**config.mk**
```make
export PLATFORM = sky130hd
export DESIGN_NAME = aes_dec_sched_flat
export DESIGN_NICKNAME = d
export VERILOG_FILES = /design/src/rtl/aes_dec_sched_if.sv /design/src/rtl/aes_dec_sched.sv /design/src/flat_wrapper.sv
export SDC_FILE = /design/constraint.sdc
export NUM_CORES = 2
export LEC_CHECK = 0
export CORE_MARGIN = 2
export CORE_UTILIZATION = 50
export DETAILED_ROUTE_END_ITERATION = 12
export HOLD_SLACK_MARGIN = 0.06
export PLACE_DENSITY = 0.88
export SYNTH_ARGS = -nofsm -noshare
export SYNTH_HDL_FRONTEND = slang
export SYNTH_SLANG_ARGS = --single-unit
```
**constraint.sdc**
```tcl
create_clock -name clk -period 14.5 [get_ports clk]
set_clock_uncertainty 0.05 [all_clocks]
set_input_delay 4.35 -clock clk [delete_from_list [all_inputs] [get_ports clk]]
set_output_delay 4.35 -clock clk [all_outputs]
set_load 0.01 [all_outputs]
```
**src/rtl/aes_dec_sched_if.sv**
```systemverilog
// Block stream between the DMA/stream glue and the decipher scheduler.
//   master : drives ciphertext (in_valid/in_data) and out_ready,
//            observes in_ready, out_valid, out_data
//   slave  : the scheduler side, the mirror image of master
interface aes_dec_sched_if #(
  parameter int BLK_S = 128
);
  logic             in_valid;
  logic             in_ready;
  logic [BLK_S-1:0] in_data;
  logic             out_valid;
  logic             out_ready;
  logic [BLK_S-1:0] out_data;

  modport master (
    output in_valid, in_data, out_ready,
    input  in_ready, out_valid, out_data
  );

  modport slave (
    input  in_valid, in_data, out_ready,
    output in_ready, out_valid, out_data
  );
endinterface

```
**src/rtl/aes_dec_sched.sv**
```systemverilog
// Sequencing controller for the iterative AES-128 decipher core.
// Holds the round-key store, accepts one ciphertext block at a time, starts
// the core, serves round keys by round number, applies optional CBC chaining
// and returns plaintext.
// Ports:
//   clk, reset          clock, synchronous active-high reset
//   rk_we/addr/data     round-key store write (IDLE only)
//   key_done/key_ready  key store complete / keys valid
//   iv_we/iv_data       chain register load (IDLE only)
//   cbc_en              1=CBC, 0=ECB, sampled at block acceptance
//   strm                ciphertext in / plaintext out valid-ready streams
//   dec_*               decipher core interface
//   err                 sticky: write outside IDLE or core timeout
//
// state | meaning
// IDLE  | waiting for a block; key/IV writes allowed
// START | dec_en pulse to the core
// BUSY  | core running, timeout counter advancing
// OUT   | plaintext presented, waiting for out_ready
module aes_dec_sched #(
  parameter int BLK_S   = 128,
  parameter int NR      = 10,
  parameter int RN_W    = 4,
  parameter int TIMEOUT = 32
) (
  input  logic              clk,
  input  logic              reset,
  input  logic              rk_we,
  input  logic [RN_W-1:0]   rk_addr,
  input  logic [BLK_S-1:0]  rk_data,
  input  logic              key_done,
  output logic              key_ready,
  input  logic              iv_we,
  input  logic [BLK_S-1:0]  iv_data,
  input  logic              cbc_en,
  aes_dec_sched_if.slave    strm,
  output logic              dec_en,
  output logic [BLK_S-1:0]  dec_ct,
  input  logic [RN_W-1:0]   dec_round_no,
  output logic [BLK_S-1:0]  dec_round_key,
  input  logic [BLK_S-1:0]  dec_pt,
  input  logic              dec_done,
  output logic              err
);
  localparam int CNT_W = $clog2(TIMEOUT + 1);

  typedef enum logic [1:0] {IDLE, START, BUSY, OUT} state_t;

  state_t             state;
  logic [BLK_S-1:0]   key_mem [NR+1];
  logic [BLK_S-1:0]   chain;
  logic [BLK_S-1:0]   ct_reg;
  logic [BLK_S-1:0]   out_data_r;
  logic               out_valid_r;
  logic               mode_reg;
  logic [CNT_W-1:0]   cnt;
  logic               accept;
  logic               any_wr;

  assign strm.in_ready  = (state == IDLE) && key_ready && !reset;
  assign accept         = strm.in_valid && strm.in_ready;
  assign strm.out_valid = out_valid_r;
  assign strm.out_data  = out_data_r;
  assign dec_ct         = ct_reg;
  assign any_wr         = rk_we || iv_we || key_done;

  // Key store survives reset; key_ready=0 after reset forces a reload.
  always_ff @(posedge clk) begin
    if (!reset && state == IDLE && rk_we && rk_addr <= RN_W'(NR))
      key_mem[rk_addr] <= rk_data;
  end

  // Served every cycle so the core sees key[n] one cycle after asking for n.
  always_ff @(posedge clk) begin
    if (dec_round_no <= RN_W'(NR))
      dec_round_key <= key_mem[dec_round_no];
    else
      dec_round_key <= '0;
  end

  always_ff @(posedge clk) begin
    if (reset) begin
      state       <= IDLE;
      key_ready   <= 1'b0;
      dec_en      <= 1'b0;
      err         <= 1'b0;
      out_valid_r <= 1'b0;
      out_data_r  <= '0;
      chain       <= '0;
      ct_reg      <= '0;
      mode_reg    <= 1'b0;
      cnt         <= '0;
    end else begin
      dec_en <= 1'b0;
      if (state != IDLE && any_wr)
        err <= 1'b1;
      case (state)
        IDLE: begin
          if (iv_we)
            chain <= iv_data;
          // rk_we wins over key_done: a partial reload must not look complete
          if (rk_we)
            key_ready <= 1'b0;
          else if (key_done)
            key_ready <= 1'b1;
          if (accept) begin
            ct_reg   <= strm.in_data;
            mode_reg <= cbc_en;
            cnt      <= '0;
            dec_en   <= 1'b1;
            state    <= START;
          end
        end
        START: state <= BUSY;
        BUSY: begin
          if (dec_done) begin
            out_data_r  <= dec_pt ^ (mode_reg ? chain : '0);
            if (mode_reg)
              chain <= ct_reg;
            out_valid_r <= 1'b1;
            state       <= OUT;
          end else if (cnt == CNT_W'(TIMEOUT - 1)) begin
            err   <= 1'b1;
            state <= IDLE;
          end else begin
            cnt <= cnt + 1'b1;
          end
        end
        OUT: begin
          if (strm.out_ready) begin
            out_valid_r <= 1'b0;
            state       <= IDLE;
          end
        end
        default: state <= IDLE;
      endcase
    end
  end
endmodule

```
**src/flat_wrapper.sv**
```systemverilog
// flat-port wrapper written by rule: the top's interface ports become plain ports
module aes_dec_sched_flat 
#(
  parameter int BLK_S   = 128,
  parameter int NR      = 10,
  parameter int RN_W    = 4,
  parameter int TIMEOUT = 32
)
  (clk, reset, rk_we, rk_addr, rk_data, key_done, key_ready, iv_we, iv_data, cbc_en, dec_en, dec_ct, dec_round_no, dec_round_key, dec_pt, dec_done, err, strm_in_valid, strm_in_data, strm_out_ready, strm_in_ready, strm_out_valid, strm_out_data);
  aes_dec_sched_if #(.BLK_S(BLK_S)) strm_i ();
  input  logic clk;
  input  logic reset;
  input  logic rk_we;
  input  logic [RN_W-1:0] rk_addr;
  input  logic [BLK_S-1:0] rk_data;
  input  logic key_done;
  output logic key_ready;
  input  logic iv_we;
  input  logic [BLK_S-1:0] iv_data;
  input  logic cbc_en;
  output logic dec_en;
  output logic [BLK_S-1:0] dec_ct;
  input  logic [RN_W-1:0] dec_round_no;
  output logic [BLK_S-1:0] dec_round_key;
  input  logic [BLK_S-1:0] dec_pt;
  input  logic dec_done;
  output logic err;
  input wire logic [$bits(strm_i.in_valid)-1:0] strm_in_valid;
  input wire logic [$bits(strm_i.in_data)-1:0] strm_in_data;
  input wire logic [$bits(strm_i.out_ready)-1:0] strm_out_ready;
  output wire logic [$bits(strm_i.in_ready)-1:0] strm_in_ready;
  output wire logic [$bits(strm_i.out_valid)-1:0] strm_out_valid;
  output wire logic [$bits(strm_i.out_data)-1:0] strm_out_data;
  assign strm_i.in_valid = strm_in_valid;
  assign strm_i.in_data = strm_in_data;
  assign strm_i.out_ready = strm_out_ready;
  assign strm_in_ready = strm_i.in_ready;
  assign strm_out_valid = strm_i.out_valid;
  assign strm_out_data = strm_i.out_data;
  aes_dec_sched #(.BLK_S(BLK_S), .NR(NR), .RN_W(RN_W), .TIMEOUT(TIMEOUT)) u_core (.clk(clk), .reset(reset), .rk_we(rk_we), .rk_addr(rk_addr), .rk_data(rk_data), .key_done(key_done), .key_ready(key_ready), .iv_we(iv_we), .iv_data(iv_data), .cbc_en(cbc_en), .strm(strm_i), .dec_en(dec_en), .dec_ct(dec_ct), .dec_round_no(dec_round_no), .dec_round_key(dec_round_key), .dec_pt(dec_pt), .dec_done(dec_done), .err(err));
endmodule
```
==> impl_metrics.json <==
{
  "worst_r2r_endpoint": "u_core.key_mem[0][85]",
  "worst-path-max-fanout": 78,
  "ys_async_sr_fraction_pct": 0,
  "critical_path_class": "input port to output port",
  "finalHoldViolCount": 0,
  "cp.required_ns": 10.10,
  "intPower_w": 0.00926,
  "cts-hold-fix-buffers": 0,
  "drt-vias-per-instance": 6.06,
  "max-cap-violations": 0,
  "rr_worst_depth": 6,
  "post-route-min-period_ns": 10.44,
  "grt_usage_pct": 32.1,
  "drive_above_1_share_pct": 11.0,
  "combPwrFrac_pct": 6.8,
  "startpoint": "reset",
  "largest_reg_flops": 1408,
  "grt_pass1_wl_um": 338000,
  "gr-total-overflow": 0,
  "irDropWorstVdd_mv": 0.148,
  "setup-violations-final": 0,
  "status": "completed",
  "cts_root_buf": "clkbuf_16",
  "rrSetupSlack_ns": 9.94,
  "io_pins": 918,
  "finalCritPeriodShare_pct": 72.0,
  "nets": 6235,
  "syn_nets": 5400,
  "crit_path_start_kind": "input port",
  "maxSlewViolCount": 0,
  "worst_pin_slew_ns": 1.12,
  "critPathMaxStageDelay_ns": 0.85,
  "finalSetupTns_ns": 0,
  "cts_resized": 0,
  "die_area_um2": 149000,
  "postCtsSetupBuffers": 0,
  "critPathCaptureType": "output port",
  "grt_pass1_vias": 45396,
  "die_x_um": 386,
  "drc": 0,
  "ys.flop_type": "edfxtp_1",
  "cts_tree": "yes",
  "yosysWarnings": 0,
  "finalPower_w": 0.0120,
  "die-height_um": 386,
  "hpwl_um": 152000,
  "slowest_stage": "clkdlybuf4s50_1",
  "vias": 47596,
  "wl_per_cell_um": 31.6,
  "clkTransAtPathRegs_ns": 0.06,
  "crit_chain": "buf_8, nor4b_2, clkdlybuf4s50_1",
  "netSwitchingPower_w": 0.00272,
  "rsz0062_at_grt": "no",
  "regMostFlops": "u_core.key_mem",
  "synth_cell_types": 46,
  "powerDensity_nw_per_um2": 133,
  "arrival_ns": 6.04,
  "power_frac_clock_pct": 42.1,
  "yosysSeqAreaShare_pct": 72.2,
  "min_from": "u_core.key_mem[10][42]",
  "postRouteAntennaNets": 0,
  "hold_class": "flip-flop to flip-flop",
  "syn_inst": 4870,
  "num_rows": 140,
  "portBuffers": 917,
  "core_area_um2": 145000,
  "syn_area_um2": 73100,
  "syn_to_final_growth_pct": 23.6,
  "dr.pass1.iters": 5,
  "drtIter0Drc": 5519,
  "h-tree-depth": 4,
  "synth.avg_cell_area_um2": 15.0,
  "crit_path_end": "strm_in_ready",
  "cts.sinks": 1933,
  "gp_congestion": 1.01,
  "ctsLongestPathBuffers": 3,
  "switching_share_pct": 22.7,
  "synth-edff-count": 1408,
  "grt_start_max_net_pins": 196,
  "cts_buffers": 185,
  "synth-seq-cells": 1933,
  "reg2reg_from": "u_core.state[1]",
  "p_leak_nw": 30.1,
  "start_util_pct": 50.3,
  "routed_wirelength_um": 248000,
  "antenna_found_initial": 88,
  "p_seq_share_pct": 51.1,
  "max_freq_mhz": 95.8,
  "insertion_delay_ns": 0.85,
  "slew_headroom_pct": 25.2
}
[worst max-delay path: cells and delay by family]
kind                   cells  cell delay (ns)
buffers and inverters      2             1.07
AND/OR/NAND/NOR            1             0.56
[placed cells by master, fill, tap and decap left out, types with 75 or more instances in the layout]
master and n:
nor2_1 264, xor2_1 128, clkbuf_16 186, a211oi_1 207, nor2b_1 75, nor3_1 77, edfxtp_1 1408, a311oi_1 128
mux2_2 128, clkdlybuf4s50_1 912, o22ai_1 75, dfxtp_1 524, nand2_1 702, a21oi_1 137, mux4_2 128, mux2i_1 331
[cell usage after synthesis (78+ instances only)]
cell      instances  area [µm²]
a211oi_1        207        1550
a21oi_1         137         686
a311oi_1        128        1120
buf_2            95         475
clkbuf_1        164         616
dfxtp_1         525       10500
edfxtp_1       1408       42300
mux2_2          128        1440
mux2i_1         331        3310
mux4_2          128        2880
nand2_1         704        2640
nor2_1          271        1020
nor2b_1          78         488
nor3_1           81         405
xor2_1          128        1120
[stage by stage]
stage | instance area, µm² | utilization [%] | std cells | setup slack [ns] | hold slack, ns
final | 90300 | 62.1 | 7848 | 4.06 | 0.414
after global routing | 90300 | 62.1 | 7826 | 4.07 | 0.441
after CTS | 90200 | 62.0 | 7783 | 4.03 | 0.416
after detailed placement | 83700 | 57.6 | 7435 | 4.03 | 0.405
after global placement | 83700 | 57.6 | 7435 | 4.05 | 0.398
after floorplan | 73100 | - | 4870 | 0.269 | 0.393
[kinds of logic (layout without fill, tap and decap cells)]
kind of cell | Yosys count | in the layout | share of synthesized area (%)
AOI/OAI and AO/OA | 720 | 720 | 6.93
xor gates and xnor gates | 128 | 128 | 1.53
adders and majority gates | 1 | 1 | 0.0171
buffers and inverters | 343 | 1339 | 2.35
DFF | 1933 | 1933 | 72.2
muxes | 587 | 587 | 10.4
other | 0 | 65 | 0
and+or+nand+nor | 1158 | 1158 | 6.50
[routing by layer]
metal / vias to the layer above / routed length (µm) / global-route usage (%)
met5: - / 358 / 0
met4: 54 / 17500 / 20.1
met3: 574 / 27100 / 9.56
met2: 3013 / 117000 / 51.0
met1: 23866 / 86100 / 38.5
li1: 20089 / - / -
[layout make-up]
type | count | area (µm²)
antenna | 65 | 163
clock buffer | 248 | 5080
clock inverter | 100 | 1370
fill | 9964 | 55100
inverter | 4 | 17.5
multi-input combinational | 2594 | 18800
sequential | 1933 | 52800
tap | 1917 | 2400
timing repair buffer | 987 | 9750
[power by group through the flow]
stage | combinational (W) | sequential [W] | clock, W
3_3_place_gp | 0.000769 | 0.00623 | 0
3_5_place_dp | 0.000789 | 0.00623 | 0
4_1_cts | 0.000803 | 0.00612 | 0.00507
6_report | 0.000813 | 0.00612 | 0.00504
5_1_grt | 0.000855 | 0.00612 | 0.00527
2_1_floorplan | 0.000342 | 0.00623 | 0
[how the worst min path moves through the flow]
stage	to	cells after the start	slack, ns
6_report	u_core.dec_round_key[42]	2	0.41
5_1_grt	u_core.dec_ct[7]	2	0.44
4_1_cts	u_core.dec_round_key[5]	2	0.42
3_5_place_dp	u_core.dec_round_key[88]	2	0.40
3_3_place_gp	u_core.dec_round_key[62]	2	0.40
2_1_floorplan	u_core.dec_round_key[121]	2	0.39
No activity file was read; power rests on OpenSTA's default activity.
